--- config.mk ---
export PLATFORM = sky130hd
export DESIGN_NAME = icache_nway_flat
export DESIGN_NICKNAME = d
export VERILOG_FILES = /design/src/rtl/icache_nway_pkg.sv /design/src/rtl/icache_nway_if.sv /design/src/rtl/icache_way.sv /design/src/rtl/icache_nway.sv /design/src/flat_wrapper.sv
export SDC_FILE = /design/constraint.sdc
export NUM_CORES = 1
export LEC_CHECK = 0
export CAP_MARGIN = 30
export CORE_MARGIN = 10
export CORE_UTILIZATION = 53
export DETAILED_ROUTE_END_ITERATION = 12
export PLACE_DENSITY = 0.7
export SLEW_MARGIN = 15
export SYNTH_ARGS = -nofsm -noshare
export SYNTH_HDL_FRONTEND = slang
export SYNTH_SLANG_ARGS = --single-unit
--- constraint.sdc ---
create_clock -name CLK -period 6.11 [get_ports CLK]
set_input_delay 1.222 -clock CLK [delete_from_list [all_inputs] [get_ports CLK]]
set_output_delay 1.222 -clock CLK [all_outputs]
set_load 0.02 [all_outputs]
--- src/rtl/icache_nway_pkg.sv ---
// Shared types and address-field helpers for the set-associative icache.
package icache_nway_pkg;
  localparam int WORD_W = 32;
  typedef logic [WORD_W-1:0] word_t;

  typedef enum logic {IDLE, FILL} istate_t;

  // Width of a select signal for n items; a single item still gets one bit.
  function automatic int sel_w(input int n);
    return (n > 1) ? $clog2(n) : 1;
  endfunction

  function automatic int off_w(input int words);
    return $clog2(words);
  endfunction

  function automatic int idx_w(input int sets);
    return $clog2(sets);
  endfunction

  function automatic int tag_w(input int sets, input int words);
    return 30 - off_w(words) - idx_w(sets);
  endfunction
endpackage

--- src/rtl/icache_nway_if.sv ---
// Fetch-side and memory-side bus of the icache; slave is the cache view.
interface icache_nway_if;
  logic        imemREN;
  logic [31:0] imemaddr;
  logic        ihit;
  logic [31:0] imemload;
  logic        iREN;
  logic [31:0] iaddr;
  logic [31:0] iload;
  logic        iwait;

  modport slave  (input imemREN, imemaddr, iload, iwait,
                  output ihit, imemload, iREN, iaddr);
  modport master (output imemREN, imemaddr, iload, iwait,
                  input ihit, imemload, iREN, iaddr);
endinterface

--- src/rtl/icache_way.sv ---
// One way of the icache: valid bits (reset), tag and data arrays (not reset).
module icache_way
  import icache_nway_pkg::*;
#(
  parameter int SETS  = 8,
  parameter int WORDS = 2,
  parameter int IDX_W = 3,
  parameter int TAG_W = 26,
  parameter int SEL_W = 1
) (
  input  logic             CLK,
  input  logic             nRST,
  input  logic [IDX_W-1:0] idx,
  input  logic [TAG_W-1:0] tag,
  input  logic [SEL_W-1:0] wsel,
  input  logic             we,
  input  logic             tag_we,
  input  logic             vset,
  input  logic             clr,
  input  word_t            wdata,
  output logic             hit,
  output word_t            rdata
);
  logic [SETS-1:0] valid;
  logic [TAG_W-1:0] tags [SETS];
  word_t            data [SETS][WORDS];

  // Flush wins over a line completing in the same cycle.
  always_ff @(posedge CLK, negedge nRST)
    if (!nRST)       valid <= '0;
    else if (clr)    valid <= '0;
    else if (tag_we) valid[idx] <= vset;

  always_ff @(posedge CLK) begin
    if (we)     data[idx][wsel] <= wdata;
    if (tag_we) tags[idx] <= tag;
  end

  assign hit   = valid[idx] && (tags[idx] == tag);
  assign rdata = data[idx][wsel];
endmodule

--- src/rtl/icache_nway.sv ---
// Set-associative icache, round-robin replacement, multi-word block fill.
// Optional hit/miss counters are built when ICACHE_STATS_EN is defined.
module icache_nway
  import icache_nway_pkg::*;
#(
  parameter int    SETS  = 8,
  parameter int    WAYS  = 2,
  parameter int    WORDS = 2,
  parameter word_t BAD   = 32'hBAD1BAD1
) (
  input  logic         CLK,
  input  logic         nRST,
  input  logic         flush,
  icache_nway_if.slave bus
`ifdef ICACHE_STATS_EN
  ,
  output logic [31:0]  hit_count,
  output logic [31:0]  miss_count
`endif
);
  localparam int OFF_W = off_w(WORDS);
  localparam int IDX_W = idx_w(SETS);
  localparam int TAG_W = tag_w(SETS, WORDS);
  localparam int SEL_W = sel_w(WORDS);
  localparam int VW    = sel_w(WAYS);
  localparam int LO    = 2 + OFF_W;

  istate_t               state, nstate;
  logic [SEL_W-1:0]      cnt, ncnt;
  logic [31-LO:0]        blk, nblk;
  logic [VW-1:0]         victim, nvictim;
  logic                  fpend, nfpend;
  logic [SETS-1:0][VW-1:0] vptr;

  logic [31-LO:0]    cur_blk, act_blk;
  logic [IDX_W-1:0]  idx;
  logic [TAG_W-1:0]  tag;
  logic [SEL_W-1:0]  rsel;
  logic [WAYS-1:0]   way_hit;
  word_t [WAYS-1:0]  way_rd;
  word_t             hit_data;
  logic              hit, miss, fill_we, last, last_we;
  logic              unused;

  assign unused  = ^bus.imemaddr[1:0];
  assign cur_blk = bus.imemaddr[31:LO];
  // During a fill the arrays follow the latched block, not the fetch address.
  assign act_blk = (state == FILL) ? blk : cur_blk;
  assign idx     = act_blk[IDX_W-1:0];
  assign tag     = act_blk[31-LO:IDX_W];
  assign rsel    = (state == FILL) ? cnt :
                   ((WORDS > 1) ? bus.imemaddr[2 +: SEL_W] : '0);

  assign fill_we = (state == FILL) && !bus.iwait;
  assign last    = (cnt == SEL_W'(WORDS - 1));
  assign last_we = fill_we && last;
  assign hit     = (state == IDLE) && bus.imemREN && (|way_hit) && !flush;
  assign miss    = (state == IDLE) && bus.imemREN && !(|way_hit) && !flush;

  for (genvar w = 0; w < WAYS; w++) begin : g_way
    icache_way #(.SETS(SETS), .WORDS(WORDS), .IDX_W(IDX_W), .TAG_W(TAG_W),
                 .SEL_W(SEL_W)) u_way (
      .CLK(CLK), .nRST(nRST), .idx(idx), .tag(tag), .wsel(rsel),
      .we(fill_we && (victim == VW'(w))),
      .tag_we(last_we && (victim == VW'(w))),
      .vset(~(fpend | flush)), .clr(flush), .wdata(bus.iload),
      .hit(way_hit[w]), .rdata(way_rd[w])
    );
  end

  always_comb begin
    hit_data = '0;
    for (int w = 0; w < WAYS; w++)
      if (way_hit[w]) hit_data = hit_data | way_rd[w];
  end

  always_ff @(posedge CLK, negedge nRST)
    if (!nRST) begin
      state <= IDLE; cnt <= '0; blk <= '0; victim <= '0; fpend <= 1'b0;
    end else begin
      state <= nstate; cnt <= ncnt; blk <= nblk; victim <= nvictim; fpend <= nfpend;
    end

  always_ff @(posedge CLK, negedge nRST)
    if (!nRST)        vptr <= '0;
    else if (last_we) vptr[blk[IDX_W-1:0]] <= (WAYS == 1) ? '0 : VW'(victim + 1'b1);

  always_comb begin
    nstate = state; ncnt = cnt; nblk = blk; nvictim = victim; nfpend = fpend;
    bus.ihit = 1'b0; bus.imemload = BAD; bus.iREN = 1'b0; bus.iaddr = '0;
    case (state)
      IDLE:
        if (hit) begin
          bus.ihit = 1'b1; bus.imemload = hit_data;
        end else if (miss) begin
          nstate = FILL; ncnt = '0; nblk = cur_blk;
          nvictim = vptr[cur_blk[IDX_W-1:0]];
        end
      FILL: begin
        bus.iREN  = 1'b1;
        bus.iaddr = {blk, {LO{1'b0}}} + 32'({cnt, 2'b00});
        if (flush) nfpend = 1'b1;
        if (fill_we) begin
          ncnt = cnt + 1'b1;
          if (last) begin nstate = IDLE; nfpend = 1'b0; end
        end
      end
      default: nstate = IDLE;
    endcase
  end

`ifdef ICACHE_STATS_EN
  always_ff @(posedge CLK, negedge nRST)
    if (!nRST) begin
      hit_count <= '0; miss_count <= '0;
    end else begin
      if (hit)  hit_count  <= hit_count + 32'd1;
      if (miss) miss_count <= miss_count + 32'd1;
    end
`endif
endmodule
--- src/flat_wrapper.sv ---
// flat-port wrapper written by rule: the top's interface ports become plain ports
module icache_nway_flat import icache_nway_pkg::*;
#(
  parameter int    SETS  = 8,
  parameter int    WAYS  = 2,
  parameter int    WORDS = 2,
  parameter word_t BAD   = 32'hBAD1BAD1
)
  (CLK, nRST, flush, bus_imemREN, bus_imemaddr, bus_iload, bus_iwait, bus_ihit, bus_imemload, bus_iREN, bus_iaddr);
  icache_nway_if bus_i ();
  input  logic CLK;
  input  logic nRST;
  input  logic flush;
  input wire logic [$bits(bus_i.imemREN)-1:0] bus_imemREN;
  input wire logic [$bits(bus_i.imemaddr)-1:0] bus_imemaddr;
  input wire logic [$bits(bus_i.iload)-1:0] bus_iload;
  input wire logic [$bits(bus_i.iwait)-1:0] bus_iwait;
  output wire logic [$bits(bus_i.ihit)-1:0] bus_ihit;
  output wire logic [$bits(bus_i.imemload)-1:0] bus_imemload;
  output wire logic [$bits(bus_i.iREN)-1:0] bus_iREN;
  output wire logic [$bits(bus_i.iaddr)-1:0] bus_iaddr;
  assign bus_i.imemREN = bus_imemREN;
  assign bus_i.imemaddr = bus_imemaddr;
  assign bus_i.iload = bus_iload;
  assign bus_i.iwait = bus_iwait;
  assign bus_ihit = bus_i.ihit;
  assign bus_imemload = bus_i.imemload;
  assign bus_iREN = bus_i.iREN;
  assign bus_iaddr = bus_i.iaddr;
  icache_nway #(.SETS(SETS), .WAYS(WAYS), .WORDS(WORDS), .BAD(BAD)) u_core (.CLK(CLK), .nRST(nRST), .flush(flush), .bus(bus_i));
endmodule
# ---- Word-level counts from Yosys, hierarchy flattened
# Memory sizes are Yosys's and may differ from the RTL's.
# Index checks and enable logic that the tools add are counted.
dict set report totals {
  regBits 57
  ram_bits 1440
  output_inout_bits 66
  mem_count 4
}
dict set report op_classes {
  addsub 3
  n_lt_le_gt_ge 7
  n_eq_ne 5
  n_mux 55
  bitwise_logic 7
  n_reduce_logical 24
}
# name depth word_bits read_ports rd_clocked_by_memory_dff write_ports line_no
set mem_list {}
lappend mem_list {{u_core.g_way[0].u_way.data} 8 64 1 0 1 icache_way.sv:26} ;# word_t data [SETS][WORDS];
lappend mem_list {{u_core.g_way[1].u_way.data} 8 64 1 0 1 icache_way.sv:26}
lappend mem_list {{u_core.g_way[0].u_way.tags} 8 26 1 0 1 icache_way.sv:25} ;# logic [TAG_W-1:0] tags [SETS];
lappend mem_list {{u_core.g_way[1].u_way.tags} 8 26 1 0 1 icache_way.sv:25}
# cell count
set op_table {}
lappend op_table {{32-bit two-way mux} 12}
lappend op_table {{64-bit two-way mux} 2}
lappend op_table {{26-bit == test} 2}
lappend op_table {{32-bit by 3-bit adder with 32-bit output} 1}
lappend op_table {{32-bit demux with 1-bit select} 1}
lappend op_table {{8-bit two-way mux} 4}
lappend op_table {{32-bit OR} 1}
lappend op_table {{29-bit two-way mux} 1}
lappend op_table {{1-bit two-way mux} 25}
lappend op_table {{8-bit bitwise mux} 3}
lappend op_table {{1-bit logical AND} 16}
lappend op_table {{3-bit by 4-bit < comparator with 1-bit output, second input constant} 3}
lappend op_table {{1-bit binary-select mux with 3-bit select} 3}
lappend op_table {{1-bit demux with 3-bit select} 2}
lappend op_table {{3-bit by 1-bit >= comparator with 1-bit output, second input constant} 2}
lappend op_table {{3-bit AND reduction} 2}
lappend op_table {{2-bit != test, second input constant} 2}
lappend op_table {{1-bit NOT} 4}
lappend op_table {{1-bit case mux with 2 select lines} 2}
lappend op_table {{2-bit nonzero test} 2}
lappend op_table {{1-bit zero test} 3}
lappend op_table {{1-bit adder, second input constant} 2}
lappend op_table {{2-bit >= comparator, second input constant} 1}
lappend op_table {{2-bit by 1-bit < comparator with 1-bit output, second input constant} 1}
lappend op_table {{other kinds (4)} 4}

# ---- Longest topological paths before layout
# Gate-level depths: netlist of the first run.
dict set report depth {
  word_depth 11
  ltp_mapped 14
}

# ---- By module
# A second synthesis of the first run with hierarchy kept.
dict set report unflattened {
  hier_cells 3320
  area_unflattened_um2 58753.8
}
# module instances cells_per_inst area_per_inst_um2 seq_area_each_um2
set by_module_without_submodules {}
lappend by_module_without_submodules {{icache_way at u_core.g_way[0].u_way} 1 1572 28123.2 21820.9}
lappend by_module_without_submodules {{icache_way at u_core.g_way[1].u_way} 1 1497 27925.5 21820.9}
lappend by_module_without_submodules {icache_nway 1 251 2705.1 1026.0}

# ---- Worst setup path after synthesis of the first run
# Ideal clock, no wire load.
dict set report synth_timing {
  path_kind {input to output}
  startpoint {input bus_imemaddr[5]}
  endpoint {output bus_imemload[19]}
  arrival_time_ps 4039
  path_slack_ps 849
  stages 13
  cell_sequence {buf_2 -> or3_1 -> clkbuf_1 -> and2_1 -> clkbuf_1 -> o221ai_1 -> a211oi_1 -> xnor2_1 -> nand4_1 -> nor4_4 -> buf_2 -> o221ai_1 -> a21oi_1}
}
dict set report synth_between {
  elab_chain_len 10
  elab_cells_between_ends 27
  classes_between {eq/ne (2); mux (15); bitwise (1); reduce/logical (5); memory (4)}
}
# element line_no
set synth_rtl {}
lappend synth_rtl {{start, declared} flat_wrapper.sv:15} ;# input wire logic [$bits(bus_i.imemaddr)-1:0] bus_imemaddr;
lappend synth_rtl {{29-bit two-way mux *} icache_nway.sv:48} ;# assign act_blk = (state == FILL) ? blk : cur_blk;
lappend synth_rtl {{parallel branches: the longest is 7 deep, another holds memory read 8 x 26 bit} --}
lappend synth_rtl {{32-bit two-way mux *} icache_nway.sv:93} ;# if (hit) begin
lappend synth_rtl {{32-bit two-way mux *} icache_nway.sv:91} ;# case (state)
lappend synth_rtl {{end, declared} flat_wrapper.sv:19} ;# output wire logic [$bits(bus_i.imemload)-1:0] bus_imemload;
# Mark *: on every way between the ends. The select of a mux whose other input is x is not followed.

# ---- Final worst setup path of the first run
dict set report layout_timing {
  startpoint {register u_core.state}
  endpoint {output bus_imemload[11]}
}
dict set report layout_between {
  elab_chain_len 10
  elab_cells_between_ends 31
  classes_between {eq/ne (2); mux (16); bitwise (3); reduce/logical (6); memory (4)}
}
# element line_no
set layout_rtl {}
lappend layout_rtl {{start, declared} icache_nway.sv:28} ;# istate_t state, nstate;
lappend layout_rtl {{start signal, assigned} icache_nway.sv:81} ;# state <= nstate; cnt <= ncnt; blk <= nblk; victim <= nvictim; fpend <= nfpend;
lappend layout_rtl {{parallel branches: the longest is 9 deep, another holds memory read 8 x 26 bit} --}
lappend layout_rtl {{32-bit two-way mux *} icache_nway.sv:91}
# Marks and branches as above.

==> insert_results.sql, run 1 <==
INSERT INTO impl_metrics (metric_group, metric, value, unit) VALUES
('run_status', 'outcome', 'finished, violations left', ''),
('run_status', 'violations', 'negative setup slack', ''),
('clock_tree', 'clock_latency', '770', 'ps'),
('synth', 'async_reset_ff_frac', '0.0381', ''),
('placement', 'hpwlAfterDp', '96.5', 'mm'),
('setup_path', 'critical-path-top-delay-family', 'buffers and inverters', ''),
('detailed_routing', 'route.detailed.vias_per_inst', '6.69', ''),
('setup_path', 'cp-end-kind', 'output port', ''),
('timing', 'layout_worst_path_cycle_share', '1.01', ''),
('timing', 'tightestPinTransition', '933', 'ps'),
('grt', 'first_global_vias', '35618', ''),
('power_and_ir_drop', 'post-layout-total-power', '32.8', 'mW'),
('timing', 'finalSetupViolCount', '10', ''),
('synth', 'postSynthAreaPerCell', '16.4', 'um2'),
('setup_path', 'setup_cp_type', 'flip-flop to output port', ''),
('synth', 'synth.yosys.seq_area_share', '0.783', ''),
('hold_path', 'worstHoldPathType', 'flip-flop to flip-flop', ''),
('synth', 'synth_edf_count', '1440', ''),
('detailed_routing', 'remaining_drc_errors', '0', ''),
('power_and_ir_drop', 'power_density', '475', 'nW/um2'),
('detailed_routing', 'finalWirelength', '169', 'mm'),
('grt', 'grt_start_max_net_pins', '72', ''),
('grt', 'antenna_found_initial', '5', ''),
('detailed_routing', 'dr_total_vias', '36554', ''),
('setup_path', 'startpoint_types', 'flip-flop', ''),
('layout', 'layout.cells.most_common_list', 'edfxtp_1 (1440), buf_4 (318), nand2_1 (260), o22ai_1 (167), clkbuf_16 (150)', ''),
('layout', 'layout.cells.most_common', 'edfxtp_1', ''),
('setup_path', 'timing.critical_path.required', '4890', 'ps'),
('synth', 'ys_dominant_reg_cell', 'edfxtp_1', ''),
('synth', 'synthesis.instances', '3480', ''),
('setup_path', 'number_of_buffer_and_inverter_instances_along_the_worst_setup_path', '7', ''),
('timing', 'clock_period_minus_final_worst_setup_slack', '6140', 'ps'),
('timing', 'final_max_slew_viol_count', '0', ''),
('layout', 'synthToLayoutAreaGrowth', '21.1', '%'),
('timing', 'timing.final.ws_setup', '-31.8', 'ps'),
('floorplanning', 'floorplan.io_pins', '135', ''),
('power_and_ir_drop', 'maximum_resistive_drop_on_vdd', '359', 'uV'),
('clock_tree', 'cts_tree', 'built', ''),
('timing', 'clock_skew', '49.3', 'ps'),
('clock_tree', 'cts_buffer_depth', '3', ''),
('clock_tree', 'path_clk_slew', '60', 'ps'),
('detailed_routing', 'dr.first_iter.drc_count', '5382', ''),
('layout', 'drive_above_1_share', '0.205', ''),
('placement', 'dp_cells', '5121', ''),
('placement', 'place_area', '62800', 'um2'),
('clock_tree', 'numCtsBuffers', '148', ''),
('setup_path', 'critical-path-top-cell-by-count', 'buf_12', ''),
('detailed_routing', 'detail_route.first_pass.iterations', '10', ''),
('timing', 'max_freq', '0.163', 'GHz'),
('floorplanning', 'die_w', '348', 'um'),
('setup_path', 'crit_path_max_fanout', '10', ''),
('timing', 'relSlewSlack', '0.378', ''),
('floorplanning', 'placeable_core_region', '107000', 'um2'),
('timing', 'timing_hold_violations_final', '0', ''),
('floorplanning', 'rows', '120', ''),
('layout', 'combined_area_of_the_multi_input_logic_cells', '12300', 'um2'),
('synth', 'netlist_area', '57100', 'um2'),
('power_and_ir_drop', 'power.leakage', '23.0', 'nW'),
('detailed_routing', 'wl_per_cell', '31.0', 'um'),
('layout', 'area_taken_by_flip_flops_and_latches', '44700', 'um2'),
('placement', 'gp_routability_congestion', '0.864', ''),
('placement', 'dpl_worst_slack', '-810', 'ps'),
('floorplanning', 'floorplan.initialDensity', '0.533', ''),
('grt', 'global_route.overflow_total', '0', ''),
('setup_path', 'critPathArrivalTime', '4920', 'ps'),
('layout', 'nFillCells', '7149', ''),
('grt', 'grtUsageTotal', '0.270', ''),
('grt', 'grt_first_pass_wirelength', '242', 'mm'),
('layout', 'stdcell_count', '5467', ''),
('floorplanning', 'fp.dieArea', '121000', 'um2'),
('layout', 'layout.nets', '4012', '');
[repair_timing]
action,in CTS,in global routing
setup endpoints to repair,33,33
hold buffers,0,0
resized for setup,73,86
pin swaps,12,32
setup buffers,31,11
cloned,6,2
[layout make-up]
| cell class | instances | share of cell area |
|---|---|---|
| inverters | 30 | 0.00163 |
| well taps | 1403 | 0.0254 |
| flip-flops and latches | 1497 | 0.647 |
| multi-input cells | 1715 | 0.178 |
| clock inverters | 82 | 0.0122 |
| clock buffers | 188 | 0.0571 |
| repair buffers | 551 | 0.0794 |
| diodes | 1 | 0.0000362 |
[power by group]
group,leakage [nW],switching (mW),internal (mW),total (mW)
registers,13.7,0.163,12.2,12.3
logic,6.96,7.20,4.37,11.6
clock network,2.34,3.93,5.02,8.95
total,23.0,11.3,21.5,32.8
[synthesized netlist by cell type, types with 10 or more instances]
| cell | instances | share of area |
|---|---|---|
| nand4_1 | 10 | 0.0011 |
| nand2_1 | 264 | 0.017 |
| mux2_4 | 25 | 0.0066 |
| o21ai_0 | 115 | 0.010 |
| a32oi_1 | 91 | 0.014 |
| nor2_1 | 172 | 0.011 |
| a21oi_1 | 143 | 0.013 |
| and3_1 | 31 | 0.0034 |
| a222oi_1 | 50 | 0.0088 |
| buf_2 | 47 | 0.0041 |
| nor4b_1 | 11 | 0.0017 |
| a211oi_1 | 46 | 0.0061 |
| a221o_1 | 21 | 0.0037 |
| clkbuf_1 | 143 | 0.0094 |
| a31oi_1 | 13 | 0.0014 |
| a22oi_1 | 41 | 0.0054 |
| dfrtp_1 | 57 | 0.025 |
| o221ai_1 | 68 | 0.010 |
| nor3_1 | 21 | 0.0018 |
| o2111ai_1 | 12 | 0.0018 |
| a221oi_1 | 88 | 0.014 |
| buf_4 | 15 | 0.0020 |
| and2_1 | 33 | 0.0036 |
| mux2i_1 | 98 | 0.017 |
| nand3_1 | 37 | 0.0032 |
| buf_1 | 33 | 0.0022 |
| nor4_1 | 12 | 0.0013 |
| inv_1 | 30 | 0.0020 |
| a22o_1 | 35 | 0.0054 |
| o22ai_1 | 168 | 0.018 |
| edfxtp_1 | 1440 | 0.76 |
[sequential cells by signal, summed over array words and instances, names as in the netlist]
name	cells
u_core.victim	1
u_core.g_way.u_way.tags	416
u_core.g_way.u_way.valid	16
u_core.cnt	1
u_core.fpend	1
u_core.vptr	8
u_core.state	1
u_core.g_way.u_way.data	1024
u_core.blk	29
[per-layer routing]
metal / wire, um / track usage
met5: 32 / 0
met4: 7070 / 0.115
met3: 20600 / 0.0559
met2: 80000 / 0.433
met1: 61700 / 0.359
[through the flow]
step	setup TNS, ps	hold slack [ps]
global route	-1290	511
finish	-166	486
detailed placement	-19520	473
floorplan	0	450
CTS	0	487
global placement	-17840	460
[kinds of logic (layout without fill, tap and decap cells)]
| kind of cell | count (synthesis) | count (layout) | synth area share |
|---|---|---|---|
| flops | 1497 | 1497 | 0.783 |
| compound gates | 947 | 947 | 0.120 |
| simple gates | 621 | 623 | 0.0492 |
| buf+inv | 272 | 851 | 0.0204 |
| mux | 136 | 137 | 0.0268 |
| xor+xnor | 6 | 6 | 0.000921 |
| other cells | 1 | 3 | 0.0000657 |
[worst reg2reg max path: cells and delay by family, from the launching register on]
kind	cells	cell delay, ps
buffers and inverters	10	1750
AND/OR/NAND/NOR	4	1070
multiplexers	2	550
flip-flops	1	500
AO/OA/AOI/OAI	1	340
[path summary, 6_finish.rpt]
path	from	to	slack, ps	cells past startpoint
max	u_core.state	bus_imemload[11]	-30	16
min	u_core.blk[25]	u_core.blk[25]	490	1
max reg2reg	u_core.state	u_core.blk[14]	1760	17
min reg2reg	u_core.blk[25]	u_core.blk[25]	490	1
max in group asynchronous	nRST	u_core.state	4840	2
min in group asynchronous	nRST	u_core.blk[16]	620	2
(Power assumes the default switching activity.)
==> run 2: changes to the inputs <==
CELL_PAD_IN_SITES_DETAIL_PLACEMENT = 0   (was not set)
CELL_PAD_IN_SITES_GLOBAL_PLACEMENT = 1   (was not set)
CTS_CLUSTER_DIAMETER = 30   (was not set)
PLACE_DENSITY = not set   (was 0.7)
PLACE_DENSITY_LB_ADDON = 0.1   (was not set)
==> run 2 against run 1 <==
  * The run now ends clean
  * Fmax is 0.69% higher
  * Die area did not move
  * Register-to-register slack got worse by 340 ps
  * Sequential power about the same
  * Non-clock buffer count is 17 lower
  * Power is 23% higher
  * Global-route usage is 2.0 points higher
  * First-iteration DRC count fell by 8.4%
  * Critical path type unchanged
  * Flip-flop and latch count did not move
  * Cell count up 4.8%
  * Routed wire length rose by 6.8%
==> insert_results.sql, run 2 (synthesized netlist as in run 1, its figures left out) <==
INSERT INTO impl_metrics (metric_group, metric, value, unit) VALUES
('clock_tree', 'path_clk_slew', '50', 'ps'),
('layout', 'area_taken_by_flip_flops_and_latches', '44700', 'um2'),
('setup_path', 'timing.critical_path.required', '4890', 'ps'),
('clock_tree', 'cts_buffer_depth', '4', ''),
('power_and_ir_drop', 'power_density', '544', 'nW/um2'),
('layout', 'layout.cells.most_common_list', 'edfxtp_1 (1440), clkbuf_16 (316), buf_4 (296), nand2_1 (261), o22ai_1 (167)', ''),
('hold_path', 'hold_end', 'u_core.blk[7]', ''),
('layout', 'top_register', 'u_core.g_way.u_way.data', ''),
('clock_tree', 'clock_latency', '900', 'ps'),
('setup_path', 'startpoint_types', 'flip-flop', ''),
('grt', 'antenna_found_initial', '4', ''),
('timing', 'setup_repair_after_global_routing_missed_its_margin', 'yes', ''),
('setup_path', 'r2r-end', 'u_core.blk[6]', ''),
('clock_tree', 'clock_sink_count', '1497', ''),
('detailed_routing', 'detail_route.first_pass.iterations', '6', ''),
('floorplanning', 'floorplan.io_pins', '135', ''),
('layout', 'nFillCells', '6915', ''),
('clock_tree', 'cts-root-buf', 'clkbuf_16', ''),
('setup_path', 'critPathArrivalTime', '4880', 'ps'),
('setup_path', 'cp-end-kind', 'output port', ''),
('layout', 'combined_area_of_the_multi_input_logic_cells', '12000', 'um2'),
('setup_path', 'r2r_setup_slack', '1420', 'ps'),
('grt', 'grt_start_max_net_pins', '72', ''),
('timing', 'layout_worst_path_cycle_share', '0.998', ''),
('detailed_routing', 'dr.first_iter.drc_count', '4930', ''),
('grt', 'grt_first_pass_wirelength', '258', 'mm'),
('timing', 'timing_hold_violations_final', '0', ''),
('timing', 'finalSetupViolCount', '0', ''),
('timing', 'clock_period_minus_final_worst_setup_slack', '6100', 'ps'),
('layout', 'finish.utilization', '0.695', ''),
('detailed_routing', 'route.detailed.vias_per_inst', '6.52', ''),
('floorplanning', 'fp.dieArea', '121000', 'um2'),
('clock_tree', 'numCtsBuffers', '312', ''),
('run_status', 'outcome', 'complete, no violations', ''),
('timing', 'max_freq', '0.164', 'GHz'),
('hold_path', 'hold-path-cell-count', '1', ''),
('power_and_ir_drop', 'power.leakage', '25.6', 'nW'),
('timing', 'clock_skew', '68.9', 'ps'),
('placement', 'hpwlAfterDp', '101', 'mm'),
('layout', 'synthToLayoutAreaGrowth', '30.4', '%'),
('clock_tree', 'htreeDepth', '5', ''),
('layout', 'finish.instance_area', '74400', 'um2'),
('hold_path', 'hold_path_startpoint', 'u_core.blk[7]', ''),
('setup_path', 'origin_of_the_critical_flop_to_flop_path', 'u_core.state', ''),
('timing', 'relSlewSlack', '0.309', ''),
('clock_tree', 'cts_tree', 'built', ''),
('hold_path', 'worstHoldPathType', 'flip-flop to flip-flop', ''),
('grt', 'grtUsageTotal', '0.290', ''),
('placement', 'place_area', '63000', 'um2'),
('power_and_ir_drop', 'post-layout-total-power', '40.5', 'mW'),
('grt', 'first_global_vias', '37543', ''),
('floorplanning', 'rows', '120', ''),
('layout', 'drive_above_1_share', '0.251', ''),
('layout', 'layout.cells.most_common', 'edfxtp_1', ''),
('detailed_routing', 'wl_per_cell', '31.6', 'um'),
('clock_tree', 'cts_hold_repair.buffers', '0', ''),
('power_and_ir_drop', 'maximum_resistive_drop_on_vdd', '292', 'uV'),
('detailed_routing', 'finalWirelength', '181', 'mm'),
('flow_run', 'drv.max_cap_violation_count', '0', ''),
('setup_path', 'setup_cp_type', 'flip-flop to output port', ''),
('layout', 'largestRegisters', 'u_core.g_way.u_way.data x1024, u_core.g_way.u_way.tags x416, u_core.blk x29', ''),
('timing', 'tightestPinTransition', '1030', 'ps'),
('detailed_routing', 'remaining_drc_errors', '0', ''),
('floorplanning', 'floorplan.initialDensity', '0.533', ''),
('floorplanning', 'die_height', '348', 'um'),
('layout', 'layout.nets', '4159', ''),
('floorplanning', 'placeable_core_region', '107000', 'um2'),
('placement', 'io_buffers', '130', ''),
('setup_path', 'reg2regPathDepth', '16', ''),
('grt', 'global_route.overflow_total', '0', ''),
('setup_path', 'crit_path_max_fanout', '6', ''),
('timing', 'fin_hold_ws', '490', 'ps'),
('floorplanning', 'die_w', '348', 'um'),
('layout', 'largest_reg_flops', '1024', ''),
('placement', 'gp_routability_congestion', '0.829', ''),
('timing', 'final_max_slew_viol_count', '0', ''),
('detailed_routing', 'dr_total_vias', '37396', ''),
('detailed_routing', 'postRouteAntennaNets', '0', '');
-- run 2: cell types whose count changed in the layout (fill, tap and decap cells not counted), moves of 15 or more --
cell	previous run	this run
clkinvlp_4	3	35
clkinv_4	0	15
clkinv_2	24	54
bufinv_16	9	41
buf_4	318	296
dlygate4sd2_1	20	2
buf_12	49	65
clkbuf_16	150	316
-- run 2: how the worst max path moves through the flow --
stage               startpoint                to  cells after the start
5_1_grt        bus_imemaddr[3]  bus_imemload[28]                     19
3_3_place_gp   bus_imemaddr[4]  bus_imemload[19]                     15
4_1_cts           u_core.state  bus_imemload[11]                     17
2_1_floorplan  bus_imemaddr[5]  bus_imemload[19]                     13
3_5_place_dp   bus_imemaddr[4]   bus_imemload[9]                     16
6_report          u_core.state  bus_imemload[12]                     19
-- run 2: through the flow --
| stage | setup TNS [ps] | std cells | setup slack (ps) |
|---|---|---|---|
| floorplan | 0 | 3481 | 849 |
| global route | -1040 | 5731 | -102 |
| CTS | 0 | 5689 | 0.386 |
| finish | 0 | 5732 | 10.5 |
| global placement | -21790 | 5104 | -810 |
| detailed placement | -22140 | 5113 | -813 |
-- run 2: final cells by class --
type / instances / area share
timing repair buffer: 534 / 0.0732
sequential: 1497 / 0.600
inverter: 30 / 0.00151
clock inverter: 201 / 0.0317
multi-input combinational: 1715 / 0.162
antenna: 3 / 0.000101
clock buffer: 349 / 0.108
tap: 1403 / 0.0236
-- run 2: timing repair --
item | in CTS | in global routing
pin swaps | 19 | 20
resized for setup | 96 | 51
endpoints found under the setup margin | 33 | 32
buffers inserted | 24 | 18
cloned | 3 | 4
-- run 2: layer usage --
layer,global-route usage,up-vias,wire [um]
li1,-,15573,-
met1,0.368,19092,67300
met2,0.490,2315,90700
met3,0.0566,414,17000
met4,0.117,2,5870
met5,0,-,17
-- run 2: report_power, final --
| part | total [mW] | internal [mW] | switching, mW | leakage [nW] |
|---|---|---|---|---|
| sequential | 12.4 | 12.2 | 0.176 | 13.7 |
| clock | 16.6 | 11.2 | 5.39 | 5.00 |
| combinational | 11.5 | 4.29 | 7.25 | 6.88 |
-- run 2: critical path, cell delays in order (launching register included) --
cell and delay (ps):
dfrtp_4 490, buf_4 170, or3_4 380, nand2_4 110, buf_4 130, buf_6 100
buf_6 150, a32oi_1 120, and3_1 200, nor4_2 330, buf_4 170, nand4_1 100
buf_6 160, nor4_4 320, buf_12 180, o21bai_4 100, buf_6 140, buf_6 120
a221o_1 360, buf_12 180
